$ cat src/rtl/down_counter_timer_if.sv
// rtl/down_counter_timer_if.sv - control/status bundle between a controller and the down-counter timer
interface down_counter_timer_if #(
  parameter int WIDTH      = 4,
  parameter int PRESCALE_W = 4
);
  logic                  load;
  logic [WIDTH-1:0]      load_val;
  logic                  start;
  logic                  pause;
  logic                  stop;
  logic                  auto_reload;
  logic [PRESCALE_W-1:0] prescale;
  logic [WIDTH-1:0]      count;
  logic                  busy;
  logic                  tc;

  modport master (
    output load, load_val, start, pause, stop, auto_reload, prescale,
    input  count, busy, tc
  );

  modport slave (
    input  load, load_val, start, pause, stop, auto_reload, prescale,
    output count, busy, tc
  );
endinterface

$ cat src/rtl/down_counter_timer.sv
// rtl/down_counter_timer.sv - loadable prescaled down-counter with terminal-count pulse and auto-reload
module down_counter_timer #(
  parameter int WIDTH      = 4,
  parameter int PRESCALE_W = 4
) (
  input  logic                clk,
  input  logic                reset,
  down_counter_timer_if.slave bus
);

  typedef enum logic [1:0] {
    IDLE   = 2'd0,
    RUN    = 2'd1,
    PAUSED = 2'd2
  } state_t;

  state_t                state_q, state_n;
  logic [WIDTH-1:0]      count_q, count_n;
  logic [WIDTH-1:0]      reload_q, reload_n;
  logic [PRESCALE_W-1:0] presc_q, presc_n;
  logic                  tc_q, tc_n;

  always_ff @(posedge clk or posedge reset) begin
    if (reset) begin
      state_q  <= IDLE;
      count_q  <= '0;
      reload_q <= '0;
      presc_q  <= '0;
      tc_q     <= 1'b0;
    end else begin
      state_q  <= state_n;
      count_q  <= count_n;
      reload_q <= reload_n;
      presc_q  <= presc_n;
      tc_q     <= tc_n;
    end
  end

  // Event priority: load > stop > start > pause > tick.
  always_comb begin
    state_n  = state_q;
    count_n  = count_q;
    reload_n = reload_q;
    presc_n  = presc_q;
    tc_n     = 1'b0;

    if (bus.load) begin
      reload_n = bus.load_val;
      count_n  = bus.load_val;
      presc_n  = '0;
      state_n  = IDLE;
    end else if (bus.stop) begin
      presc_n = '0;
      state_n = IDLE;
    end else if (bus.start && state_q == IDLE) begin
      presc_n = '0;
      if (count_q != '0) begin
        state_n = RUN;
      end
    end else if (bus.pause) begin
      if (state_q == RUN) begin
        state_n = PAUSED;
      end
    end else if (state_q == PAUSED) begin
      // Resume cycle: prescaler stays frozen for this one cycle.
      state_n = RUN;
    end else if (state_q == RUN) begin
      // >= so that lowering prescale mid-run ticks immediately instead of wrapping.
      if (presc_q >= bus.prescale) begin
        presc_n = '0;
        if (count_q > WIDTH'(1)) begin
          count_n = count_q - WIDTH'(1);
        end else begin
          tc_n = (count_q == WIDTH'(1));
          if (count_q == WIDTH'(1) && bus.auto_reload && reload_q != '0) begin
            count_n = reload_q;
          end else begin
            count_n = '0;
            state_n = IDLE;
          end
        end
      end else begin
        presc_n = presc_q + PRESCALE_W'(1);
      end
    end
  end

  assign bus.count = count_q;
  assign bus.busy  = (state_q != IDLE);
  assign bus.tc    = tc_q;

endmodule

$ cat src/flat_wrapper.sv
// flat-port wrapper written by rule: the top's interface ports become plain ports
module down_counter_timer_flat 
#(
  parameter int WIDTH      = 4,
  parameter int PRESCALE_W = 4
)
  (clk, reset, bus_load, bus_load_val, bus_start, bus_pause, bus_stop, bus_auto_reload, bus_prescale, bus_count, bus_busy, bus_tc);
  down_counter_timer_if #(.WIDTH(WIDTH), .PRESCALE_W(PRESCALE_W)) bus_i ();
  input  logic clk;
  input  logic reset;
  input wire logic [$bits(bus_i.load)-1:0] bus_load;
  input wire logic [$bits(bus_i.load_val)-1:0] bus_load_val;
  input wire logic [$bits(bus_i.start)-1:0] bus_start;
  input wire logic [$bits(bus_i.pause)-1:0] bus_pause;
  input wire logic [$bits(bus_i.stop)-1:0] bus_stop;
  input wire logic [$bits(bus_i.auto_reload)-1:0] bus_auto_reload;
  input wire logic [$bits(bus_i.prescale)-1:0] bus_prescale;
  output wire logic [$bits(bus_i.count)-1:0] bus_count;
  output wire logic [$bits(bus_i.busy)-1:0] bus_busy;
  output wire logic [$bits(bus_i.tc)-1:0] bus_tc;
  assign bus_i.load = bus_load;
  assign bus_i.load_val = bus_load_val;
  assign bus_i.start = bus_start;
  assign bus_i.pause = bus_pause;
  assign bus_i.stop = bus_stop;
  assign bus_i.auto_reload = bus_auto_reload;
  assign bus_i.prescale = bus_prescale;
  assign bus_count = bus_i.count;
  assign bus_busy = bus_i.busy;
  assign bus_tc = bus_i.tc;
  down_counter_timer #(.WIDTH(WIDTH), .PRESCALE_W(PRESCALE_W)) u_core (.clk(clk), .reset(reset), .bus(bus_i));
endmodule
$ cat config.mk
export PLATFORM = sky130hd
export DESIGN_NAME = down_counter_timer_flat
export DESIGN_NICKNAME = d
export VERILOG_FILES = /design/src/rtl/down_counter_timer_if.sv /design/src/rtl/down_counter_timer.sv /design/src/flat_wrapper.sv
export SDC_FILE = /design/constraint.sdc
export NUM_CORES = 1
export LEC_CHECK = 0
export ABC_AREA = 1
export CAP_MARGIN = 10
export CORE_UTILIZATION = 45
export DETAILED_ROUTE_END_ITERATION = 10
export DONT_BUFFER_PORTS = 1
export SYNTH_ARGS = -nofsm -noshare
export SYNTH_HDL_FRONTEND = slang
export SYNTH_SLANG_ARGS = --single-unit
$ cat constraint.sdc
create_clock -name clk -period 2 [get_ports clk]
set_clock_uncertainty 0.15 [all_clocks]
set_input_delay 0.3 -clock clk [delete_from_list [all_inputs] [get_ports clk]]
set_output_delay 0.3 -clock clk [all_outputs]
set_load 0.005 [all_outputs]
==> flow_summary.toml <==
[worst_setup_path]
crit_path_start_kind = "flip-flop"
max_stage_delay_ns = 0.41
timing.critical_path.fanout_max = 5
timing.critical_path.from = "u_core.bus.count[0]"
crit_top_cell = "nand2_1"
r2r_start = "u_core.bus.count[0]"
crit_slowest_cell = "dfrtp_1"
data_arrival_time_at_the_worst_slack_endpoint_ns = 1.92
path_buf_inv = 2
worstReg2RegEnd = "u_core.bus.count[1]"
critical_path_required_ns = 2.07
crit_path_cell_trace = "inv_1, ha_1, o21ai_1, inv_1, o22ai_1, nand2_1, nand2_1, nand2_1, nand2_1"
cpLargestDelayFamily = "compound AO/OA/AOI/OAI gates"
timing_worst_setup_path_type = "reg2reg"
worstSetupEndpointType = "flip-flop"
ff2ff_setup_slack_ns = 0.16
worst-r2r-cell-count = 9

[timing]
max_freq_mhz = 542
final-setup-viol-count = 0
slew_headroom_pct = 61.8
report.final.slew_viol_count = 0
tightestPinTransition_ns = 0.572
final.setup.worst_slack_ns = 0.156
final_min_period_over_clock_period_pct = 92.2
grt_setup_unrepaired = "false"
hold_viol = 0
final_period_minus_worst_setup_slack_ns = 1.84
setup-tns-final_ns = 0

[job]
drv.max_cap_violation_count = 0

[cts]
cts.sink_count = 15
clock_latency_ns = 0.29
ctsHoldBuffers = 2
clock_tree.buffer_depth = 2
clock-root-buffer = "clkbuf_4"
cts_inserted_buffers = 3
cts_setup_buffers = 0
clock_tree_from_tritoncts = "built"
clk_pin_slew_ns = 0.09
cts-resized-gates = 0
htree_num_levels = 1

[global_route]
grt_antenna_before_repair = 0
grt_pass1_vias = 911
grt_ovf = 0
grt_start_max_net_pins = 16
grt.total_usage_pct = 20.5
grt_first_pass_wirelength_um = 3970

[detailed_routing]
routed-wl-met3_um = 137
top_signal_layer_used = "met4"
num_vias = 939
drt_iter0_markers = 19
antenna_left = 0
residual_drc = 0
route.met2.wl_um = 1050
post_drt_via_cell_ratio = 5.13
wirelength_um = 2210
number_of_iterations_in_the_first_detailed_routing_pass = 4
wl_on_met1_um = 988
routedWlPerCell_um = 12.1

[layout]
nFillCells = 254
post_route_cells_drive_above_1_share_pct = 6.45
design.final.nets = 181
layout-area-overhead-vs-synth_pct = 6.48
n_antenna_cell = 0

[yosys]
synth_top_flop_cell = "dfrtp_1"
synth_top_area_share_pct = 34.7
post-synth-top-area-cell = "dfrtp_1"
synth-seq-cells = 15
synth.net_count = 175
synth_commonest_cells = "nand2_1 (42), inv_1 (27), dfrtp_1 (15), nand3_1 (15), nor2_1 (14)"
ys_async_sr_fraction_pct = 100
post_synth_main_area_contributors = "dfrtp_1 (35%), nand2_1 (15%), ha_1 (12%)"
synth.most_common_cell = "nand2_1"
post_synth_instance_area_sq_um = 1080
synth_enable_flop_cells = 0
syn-instance-count = 150
synthesis.area_per_instance_sq_um = 7.21
synthDistinctLibCells = 20
ys_warn_count = 0
synth-seq-area-share_pct = 34.7

[worst_hold_path]
hold_class = "in2reg"
hold_path_end = "u_core.reload_q[3]"
min_from = "bus_load"
min_path_cells = 2

[floorplanning]
placementRows = 17
io-pin-count = 21
fp.dieH_um = 51.0
floorplan.initialDensity_pct = 48.4
die_width_um = 51.0
die_area_sq_um = 2600
coreArea_sq_um = 2230

[status]
status = "finished clean"

[power]
power-per-cell-area_nw_per_um2 = 631
worst_ir_drop_vdd_v = 0.000445
static-leakage-power_nw = 0.632
power_mw = 0.726

[place]
placement.setup.worst_slack_ns = 0.207
place.gp.congestion = 0.800
hpwl_um = 1770
place.port_buffers = 0
-- cell type report --
class	count	area (sq um)	share of cell area, %
Multi-Input combinational cell	107	593	51.5
Sequential cell	15	375	32.6
Inverter	27	101	8.80
Tap cell	28	35.0	3.04
Clock buffer	4	26.3	2.28
Timing Repair Buffer	2	20.0	1.74
-- logic make-up after synthesis --
group           after synthesis  share of synthesized area, %
buf+inv                      28                          10.4
compound gates               16                          8.10
simple gates                 79                          33.6
fa+ha+maj                    10                          11.6
xor+xnor                      2                          1.62
flops                        15                          34.7
-- placed cells by master, fill, tap and decap left out, drive strengths merged --
master and instances:
o22ai 1, xor2 1, xnor2 1, a21oi 2, clkbuf 4, dlygate4sd3 2
nand2 44, o21ai 11, nand4 1, and3 1, o21bai 1, ha 10
o221ai 1, dfrtp 15, inv 27, nand3 16, nor2 17
-- state kept, by name (all words and copies together), names as in the netlist --
| name | count |
|---|---|
| u_core.state_q | 2 |
| u_core.bus.tc | 1 |
| u_core.presc_q | 4 |
| u_core.reload_q | 4 |
| u_core.bus.count | 4 |
-- per-stage QoR --
| stage | area [sq um] | hold slack (ns) | instances | util (%) |
|---|---|---|---|---|
| 2_1_floorplan | 1080 | 0.0515 | 150 | - |
| 3_3_place_gp | 1100 | 0.130 | 177 | 49.5 |
| 3_5_place_dp | 1100 | 0.133 | 177 | 49.5 |
| 4_1_cts | 1150 | 0.00476 | 183 | 51.5 |
| 5_1_grt | 1150 | 0.0151 | 183 | 51.5 |
| 6_report | 1150 | 0.000816 | 183 | 51.5 |
-- where the power goes --
part	internal (mW)	leakage, nW	switching [mW]
sequential	0.327	0.195	0.0280
combinational	0.0713	0.423	0.123
clock	0.0776	0.0150	0.0989
total	0.476	0.632	0.250
-- per-layer routing --
layer / global-route usage (%) / vias up
li1: - / 480
met1: 25.9 / 427
met2: 35.5 / 27
met5: 0 / -
met3: 2.68 / 5
met4: 6.94 / 0
-- worst max-delay path by stage --
| stage | cells after the start | end | slack [ns] |
|---|---|---|---|
| after floorplan | 10 | u_core.bus.count[3] | 0.41 |
| after global placement | 9 | u_core.bus.count[1] | 0.26 |
| after detailed placement | 9 | u_core.bus.count[1] | 0.21 |
| after CTS | 9 | u_core.bus.count[1] | 0.17 |
| after global routing | 10 | u_core.bus.count[1] | 0.02 |
| final | 9 | u_core.bus.count[1] | 0.16 |
(Power assumes the default switching activity.)
